--- config.mk ---
export PLATFORM = sky130hd
export DESIGN_NAME = bram_port_arbiter_flat
export DESIGN_NICKNAME = d
export VERILOG_FILES = /design/src/rtl/bram_port_arbiter_if.sv /design/src/rtl/bram_port_arbiter.sv /design/src/flat_wrapper.sv
export SDC_FILE = /design/constraint.sdc
export NUM_CORES = 1
export LEC_CHECK = 0
export CELL_PAD_IN_SITES_DETAIL_PLACEMENT = 1
export CELL_PAD_IN_SITES_GLOBAL_PLACEMENT = 1
export CORE_ASPECT_RATIO = 2
export CORE_MARGIN = 10
export CORE_UTILIZATION = 22
export DETAILED_ROUTE_END_ITERATION = 10
export GPL_TIMING_DRIVEN = 0
export PLACE_DENSITY_LB_ADDON = 0.1
export SLEW_MARGIN = 20
export SYNTH_ARGS = -nofsm -noshare
export SYNTH_HDL_FRONTEND = slang
export SYNTH_SLANG_ARGS = --single-unit
export TNS_END_PERCENT = 100
--- constraint.sdc ---
create_clock -name clk -period 2.35 [get_ports clk]
set_clock_uncertainty 0.05 [all_clocks]
set_input_delay 0.705 -clock clk [delete_from_list [all_inputs] [get_ports clk]]
set_output_delay 0.705 -clock clk [all_outputs]
set_load 0.03 [all_outputs]
--- src/rtl/bram_port_arbiter_if.sv ---
// bram_port_arbiter_if: two-requester command/response bundle plus the shared BRAM port.
// m0_lock/m1_lock exist only when BRAM_ARB_LOCK_EN is defined.
interface bram_port_arbiter_if;
  logic        m0_req, m1_req;
  logic [31:0] m0_addr, m1_addr, m0_wdata, m1_wdata;
  logic [3:0]  m0_we, m1_we;
  logic        m0_gnt, m1_gnt, m0_rvalid, m1_rvalid;
  logic [31:0] m0_rdata, m1_rdata;
  logic [31:0] BRAM_addr, BRAM_din, BRAM_dout;
  logic [3:0]  BRAM_we;
  logic        BRAM_en, BRAM_rst, BRAM_clk;
`ifdef BRAM_ARB_LOCK_EN
  logic        m0_lock, m1_lock;
  modport master(output m0_req, m1_req, m0_addr, m1_addr, m0_we, m1_we, m0_wdata, m1_wdata, m0_lock, m1_lock, BRAM_dout,
                 input m0_gnt, m1_gnt, m0_rvalid, m1_rvalid, m0_rdata, m1_rdata, BRAM_addr, BRAM_din, BRAM_we, BRAM_en, BRAM_rst, BRAM_clk);
  modport slave(input m0_req, m1_req, m0_addr, m1_addr, m0_we, m1_we, m0_wdata, m1_wdata, m0_lock, m1_lock, BRAM_dout,
                output m0_gnt, m1_gnt, m0_rvalid, m1_rvalid, m0_rdata, m1_rdata, BRAM_addr, BRAM_din, BRAM_we, BRAM_en, BRAM_rst, BRAM_clk);
`else
  modport master(output m0_req, m1_req, m0_addr, m1_addr, m0_we, m1_we, m0_wdata, m1_wdata, BRAM_dout,
                 input m0_gnt, m1_gnt, m0_rvalid, m1_rvalid, m0_rdata, m1_rdata, BRAM_addr, BRAM_din, BRAM_we, BRAM_en, BRAM_rst, BRAM_clk);
  modport slave(input m0_req, m1_req, m0_addr, m1_addr, m0_we, m1_we, m0_wdata, m1_wdata, BRAM_dout,
                output m0_gnt, m1_gnt, m0_rvalid, m1_rvalid, m0_rdata, m1_rdata, BRAM_addr, BRAM_din, BRAM_we, BRAM_en, BRAM_rst, BRAM_clk);
`endif
endinterface

--- src/rtl/bram_port_arbiter.sv ---
// bram_port_arbiter: round-robin sharing of one BRAM port between two requesters with read-tag pipeline.
// Optional BRAM_ARB_LOCK_EN adds per-requester lock for exclusive ownership.
module bram_port_arbiter #(
  parameter int RD_LATENCY     = 2,
  parameter int ADDR_INC_CHECK = 0
) (
  input logic clk,
  input logic rst,
  bram_port_arbiter_if.slave bus
);
  typedef enum logic [1:0] {IDLE, LAST0, LAST1} state_e;
  state_e                state_q, state_d;
  logic                  g0, g1, blk0, blk1;
  logic [31:0]           addr_w, din_w;
  logic [3:0]            we_w;
  logic                  en_q, brst_q;
  logic [3:0]            we_q;
  logic [31:0]           addr_q, din_q;
  logic [RD_LATENCY-1:0] vld_q, own_q;
`ifdef BRAM_ARB_LOCK_EN
  logic [1:0] lk_q, lk_d;
  assign blk0 = lk_q[1] & bus.m1_req;
  assign blk1 = lk_q[0] & bus.m0_req;
  always_comb begin
    lk_d[0] = g0 ? bus.m0_lock : lk_q[0] & bus.m0_req;
    lk_d[1] = g1 ? bus.m1_lock : lk_q[1] & bus.m1_req;
  end
  always_ff @(posedge clk) lk_q <= rst ? 2'b00 : lk_d;
`else
  assign blk0 = 1'b0;
  assign blk1 = 1'b0;
`endif
  // m1 wins a tie only right after m0 owned the port; a lock overrides the tie-break
  always_comb begin
    g0      = !rst & bus.m0_req & !blk0 & (!bus.m1_req | blk1 | state_q != LAST0);
    g1      = !rst & bus.m1_req & !blk1 & (!bus.m0_req | blk0 | state_q == LAST0);
    state_d = g0 ? LAST0 : g1 ? LAST1 : IDLE;
    addr_w  = g1 ? bus.m1_addr : bus.m0_addr;
    addr_w  = ADDR_INC_CHECK != 0 ? {addr_w[31:2], 2'b00} : addr_w;
    din_w   = g1 ? bus.m1_wdata : bus.m0_wdata;
    we_w    = g1 ? bus.m1_we : bus.m0_we;
  end
  always_ff @(posedge clk) begin
    if (rst) begin
      state_q <= IDLE;
      en_q    <= 1'b0;
      we_q    <= 4'h0;
      addr_q  <= 32'h0;
      din_q   <= 32'h0;
      brst_q  <= 1'b1;
      vld_q   <= '0;
      own_q   <= '0;
    end else begin
      state_q <= state_d;
      en_q    <= g0 | g1;
      we_q    <= (g0 | g1) ? we_w : 4'h0;
      brst_q  <= 1'b0;
      vld_q   <= (vld_q << 1) | RD_LATENCY'((g0 | g1) && we_w == 4'h0);
      own_q   <= (own_q << 1) | RD_LATENCY'(g1);
      if (g0 | g1) begin
        addr_q <= addr_w;
        din_q  <= din_w;
      end
    end
  end
  assign bus.m0_gnt    = g0;
  assign bus.m1_gnt    = g1;
  assign bus.m0_rvalid = !rst & vld_q[RD_LATENCY-1] & !own_q[RD_LATENCY-1];
  assign bus.m1_rvalid = !rst & vld_q[RD_LATENCY-1] & own_q[RD_LATENCY-1];
  assign bus.m0_rdata  = bus.BRAM_dout;
  assign bus.m1_rdata  = bus.BRAM_dout;
  assign bus.BRAM_addr = addr_q;
  assign bus.BRAM_din  = din_q;
  assign bus.BRAM_we   = we_q;
  assign bus.BRAM_en   = en_q;
  assign bus.BRAM_rst  = brst_q;
  assign bus.BRAM_clk  = clk;
endmodule

--- src/flat_wrapper.sv ---
// flat-port wrapper written by rule: the top's interface ports become plain ports
module bram_port_arbiter_flat 
#(
  parameter int RD_LATENCY     = 2,
  parameter int ADDR_INC_CHECK = 0
)
  (clk, rst, bus_m0_req, bus_m1_req, bus_m0_addr, bus_m1_addr, bus_m0_we, bus_m1_we, bus_m0_wdata, bus_m1_wdata, bus_BRAM_dout, bus_m0_gnt, bus_m1_gnt, bus_m0_rvalid, bus_m1_rvalid, bus_m0_rdata, bus_m1_rdata, bus_BRAM_addr, bus_BRAM_din, bus_BRAM_we, bus_BRAM_en, bus_BRAM_rst, bus_BRAM_clk);
  bram_port_arbiter_if bus_i ();
  input logic clk;
  input logic rst;
  input wire logic [$bits(bus_i.m0_req)-1:0] bus_m0_req;
  input wire logic [$bits(bus_i.m1_req)-1:0] bus_m1_req;
  input wire logic [$bits(bus_i.m0_addr)-1:0] bus_m0_addr;
  input wire logic [$bits(bus_i.m1_addr)-1:0] bus_m1_addr;
  input wire logic [$bits(bus_i.m0_we)-1:0] bus_m0_we;
  input wire logic [$bits(bus_i.m1_we)-1:0] bus_m1_we;
  input wire logic [$bits(bus_i.m0_wdata)-1:0] bus_m0_wdata;
  input wire logic [$bits(bus_i.m1_wdata)-1:0] bus_m1_wdata;
  input wire logic [$bits(bus_i.BRAM_dout)-1:0] bus_BRAM_dout;
  output wire logic [$bits(bus_i.m0_gnt)-1:0] bus_m0_gnt;
  output wire logic [$bits(bus_i.m1_gnt)-1:0] bus_m1_gnt;
  output wire logic [$bits(bus_i.m0_rvalid)-1:0] bus_m0_rvalid;
  output wire logic [$bits(bus_i.m1_rvalid)-1:0] bus_m1_rvalid;
  output wire logic [$bits(bus_i.m0_rdata)-1:0] bus_m0_rdata;
  output wire logic [$bits(bus_i.m1_rdata)-1:0] bus_m1_rdata;
  output wire logic [$bits(bus_i.BRAM_addr)-1:0] bus_BRAM_addr;
  output wire logic [$bits(bus_i.BRAM_din)-1:0] bus_BRAM_din;
  output wire logic [$bits(bus_i.BRAM_we)-1:0] bus_BRAM_we;
  output wire logic [$bits(bus_i.BRAM_en)-1:0] bus_BRAM_en;
  output wire logic [$bits(bus_i.BRAM_rst)-1:0] bus_BRAM_rst;
  output wire logic [$bits(bus_i.BRAM_clk)-1:0] bus_BRAM_clk;
  assign bus_i.m0_req = bus_m0_req;
  assign bus_i.m1_req = bus_m1_req;
  assign bus_i.m0_addr = bus_m0_addr;
  assign bus_i.m1_addr = bus_m1_addr;
  assign bus_i.m0_we = bus_m0_we;
  assign bus_i.m1_we = bus_m1_we;
  assign bus_i.m0_wdata = bus_m0_wdata;
  assign bus_i.m1_wdata = bus_m1_wdata;
  assign bus_i.BRAM_dout = bus_BRAM_dout;
  assign bus_m0_gnt = bus_i.m0_gnt;
  assign bus_m1_gnt = bus_i.m1_gnt;
  assign bus_m0_rvalid = bus_i.m0_rvalid;
  assign bus_m1_rvalid = bus_i.m1_rvalid;
  assign bus_m0_rdata = bus_i.m0_rdata;
  assign bus_m1_rdata = bus_i.m1_rdata;
  assign bus_BRAM_addr = bus_i.BRAM_addr;
  assign bus_BRAM_din = bus_i.BRAM_din;
  assign bus_BRAM_we = bus_i.BRAM_we;
  assign bus_BRAM_en = bus_i.BRAM_en;
  assign bus_BRAM_rst = bus_i.BRAM_rst;
  assign bus_BRAM_clk = bus_i.BRAM_clk;
  bram_port_arbiter #(.RD_LATENCY(RD_LATENCY), .ADDR_INC_CHECK(ADDR_INC_CHECK)) u_core (.clk(clk), .rst(rst), .bus(bus_i));
endmodule
==> results of run 1 <==
==> sequential cells by signal, summed over array words and instances, names as in the netlist <==
| register | cells |
|---|---|
| u_core.bus.BRAM_din | 32 |
| u_core.own_q | 2 |
| u_core.state_q | 2 |
| u_core.bus.BRAM_addr | 32 |
| u_core.vld_q | 2 |
| u_core.bus.BRAM_we | 4 |
| u_core.bus.BRAM_en | 1 |
| u_core.bus.BRAM_rst | 1 |
==> cell type report <==
type                       instances  area, µm²
sequential                        76       1521
inverter                           5      25.02
tap                              210      262.8
clock inverter                     6      87.58
clock buffer                      14      325.3
multi-input combinational        282       1655
buffer                           100      739.5
timing repair buffer             283       2809
fill                            2053       9926
antenna                            2      5.005
==> critical path, delay by kind of cell <==
kind | cells | cell delay, ns
buffers and inverters | 3 | 0.38
==> placed cells by master, fill, tap and decap left out, types with 10 or more instances in the layout <==
cell                              count
sky130_fd_sc_hd__clkbuf_16           13
sky130_fd_sc_hd__clkdlybuf4s50_1    270
sky130_fd_sc_hd__buf_4               72
sky130_fd_sc_hd__a211oi_2            41
sky130_fd_sc_hd__nand2_1             72
sky130_fd_sc_hd__nor2_1              65
sky130_fd_sc_hd__a21oi_1             68
sky130_fd_sc_hd__dfxtp_1             76
sky130_fd_sc_hd__clkbuf_1            16
sky130_fd_sc_hd__a211oi_1            25
sky130_fd_sc_hd__buf_2               10
==> layer usage <==
metal	up-vias	wire length, µm	global-route usage	share of wire
met3	27	2117	0.07577	0.11
met1	2125	6135	0.1377	0.31
met4	0	539	0.07839	0.027
met5	-	0	0	0
met2	214	11110	0.3117	0.56
li1	2102	-	-	-
==> path summary, 6_finish.rpt <==
kind                          start                     end  slack [ns]  depth (start not counted)
setup / recovery                clk            bus_BRAM_clk        0.04                          3
hold / removal                  rst     u_core.bus.BRAM_rst        0.32                          1
setup reg to reg  u_core.state_q[0]  u_core.bus.BRAM_din[0]        0.41                          6
hold reg to reg     u_core.own_q[0]         u_core.own_q[1]        0.39                          1
==> what timing repair did <==
action                     4_1_cts  5_1_grt
gates resized for setup         50        3
setup endpoints to repair        5        4
pin swaps                        2        1
buffers inserted                 6        0
==> cell families after synthesis <==
logic type      synth area share
buf+inv                   0.1882
compound gates            0.2747
simple gates              0.1465
flops                     0.3906
==> where the power goes <==
| part | internal [mW] | switching [mW] | leakage (nW) |
|---|---|---|---|
| Clock | 1.21 | 0.681 | 0.194 |
| Sequential | 1.39 | 0.0479 | 0.630 |
| Combinational | 0.672 | 0.706 | 2.22 |
==> metrics by stage <==
step	power (mW)	cells	area, µm²
floorplan	2.241	465	3905
global placement	2.908	953	6950
detailed placement	2.942	953	6950
CTS	4.779	976	7426
global route	4.911	977	7428
finish	4.703	978	7431
==> insert_results.sql, run 1 <==
INSERT INTO impl_metrics (metric_group, metric, value, unit) VALUES
('layout', 'syn_to_final_growth', '90.78', '%'),
('yosys', 'mappedNetlistNets', '637', ''),
('yosys', 'synth_top_cell_area_share', '0.3906', ''),
('cts', 'cts.clk_slew.worst_paths', '0.07', 'ns'),
('yosys', 'netlist_instances', '465', ''),
('setup_path', 'crit_arrival', '1.56', 'ns'),
('timing', 'holdWs', '0.3216', 'ns'),
('floorplan', 'floorplan.initialDensity', '0.2244', ''),
('yosys', 'synthDistinctLibCells', '23', ''),
('cts', 'hold_buf_cts', '0', ''),
('timing', 'tns', '0', 'ns'),
('route', 'via_count', '4468', ''),
('setup_path', 'worst_ep_required_time', '1.59', 'ns'),
('setup_path', 'critPathMostFrequentCell', 'sky130_fd_sc_hd__clkbuf_16', ''),
('setup_path', 'setup.worst_path.start_class', 'clock port', ''),
('floorplan', 'ioPinCount', '311', ''),
('setup_path', 'timing_worst_setup_path_type', 'clk -> out', ''),
('yosys', 'async_reset_ff_frac', '0', ''),
('yosys', 'yosysMostFrequentCell', 'sky130_fd_sc_hd__dfxtp_1', ''),
('yosys', 'synthTopCellsByArea', 'sky130_fd_sc_hd__dfxtp_1, sky130_fd_sc_hd__a211oi_2, sky130_fd_sc_hd__buf_4', ''),
('layout', 'final_core_util', '0.4281', ''),
('cts', 'cts_tree', 'done', ''),
('timing', 'timing.final.hold_violations', '0', ''),
('floorplan', 'core.rowCount', '68', ''),
('yosys', 'ys_warn_count', '0', ''),
('layout', 'final_nets', '933', ''),
('floorplan', 'fp.dieArea', '0.02375', 'mm²'),
('route', 'route.detailed.wl_per_inst', '20.35', 'µm'),
('grt', 'grt_pass1_vias', '5179', ''),
('grt', 'number_of_antenna_violations_at_the_first_check_in_global_routing', '1', ''),
('setup_path', 'critical_path.cell_chain', 'clkbuf_16 -> clkbuf_16 -> buf_6', ''),
('floorplan', 'design.core.area', '0.01736', 'mm²'),
('yosys', 'post_synth_instance_area', '0.003895', 'mm²'),
('placement', 'pre_cts_slack', '-1.255', 'ns'),
('pwr', 'power.leakage', '3.040', 'nW'),
('route', 'post_drt_via_cell_ratio', '4.569', ''),
('status', 'run_status', 'complete, no violations', ''),
('cts', 'clk_latency', '0.45', 'ns'),
('route', 'first_iter_violations', '76', ''),
('floorplan', 'die_w', '114.1', 'µm'),
('setup_path', 'critPathMaxFanout', '2', ''),
('timing', 'setup_repair_after_global_routing_missed_its_margin', 'false', ''),
('route', 'drt-pass1-iter-count', '4', ''),
('setup_path', 'worst_path_largest_cell_delay', '0.13', 'ns'),
('yosys', 'most_used_flip_flop_cell_after_synthesis', 'sky130_fd_sc_hd__dfxtp_1', ''),
('run', 'maxCapViolCount', '0', ''),
('grt', 'grt_start_max_net_pins', '16', ''),
('setup_path', 'critical-path-slowest-cell', 'sky130_fd_sc_hd__clkbuf_16', ''),
('timing', 'finalSetupViolCount', '0', ''),
('grt', 'globalRoute.totalOverflow', '0', ''),
('yosys', 'ys_seq_area_frac', '0.3906', ''),
('route', 'detail-route-antenna-nets', '0', ''),
('yosys', 'synth_edf_count', '0', ''),
('placement', 'gpl.final_weighted_congestion', '0.7703', ''),
('timing', 'report.final.slew_viol_count', '0', ''),
('min_path', 'worst_hold_class', 'in -> reg', ''),
('timing', 'slew-limit-headroom', '0.4673', ''),
('placement', 'io_buffer_count', '278', ''),
('timing', 'layout_setup_ws', '0.03708', 'ns'),
('yosys', 'ys_top_cells_by_count', 'sky130_fd_sc_hd__dfxtp_1, sky130_fd_sc_hd__nand2_1, sky130_fd_sc_hd__a21oi_1', ''),
('yosys', 'synth_seq_cells', '76', ''),
('layout', 'layout-drive-gt1-share', '0.2115', ''),
('setup_path', 'worstSetupEndpointType', 'primary output', ''),
('pwr', 'max-vdd-ir-drop', '0.3232', 'mV'),
('yosys', 'syn-mean-instance-area', '8.376', 'µm²'),
('placement', 'hpwlAfterDp', '16.39', 'mm'),
('floorplan', 'die_height', '208.2', 'µm'),
('grt', 'wire_length_of_the_first_global_routing_pass', '30.28', 'mm'),
('route', 'detail_route.wirelength', '19.90', 'mm'),
('timing', 'tightestPinTransition', '0.7991', 'ns'),
('grt', 'grt_use_total', '0.1652', ''),
('pwr', 'powerDensity', '632.8', 'mW/mm²'),
('route', 'detail_route.drc_violations', '0', ''),
('yosys', 'synth_largest_area_cell', 'sky130_fd_sc_hd__dfxtp_1', '');
Note: power is estimated with default switching activity, not from simulation.
==> run 2: changes to the inputs <==
--- a/config.mk
+++ b/config.mk
@@ -11,6 +11,7 @@
 export CORE_MARGIN = 10
 export CORE_UTILIZATION = 22
 export DETAILED_ROUTE_END_ITERATION = 10
+export GPL_ROUTABILITY_DRIVEN = 0
 export GPL_TIMING_DRIVEN = 0
 export PLACE_DENSITY_LB_ADDON = 0.1
 export SLEW_MARGIN = 20
==> results of run 2 <==
Final layout, timing and power as in run 1 (identical DEF).
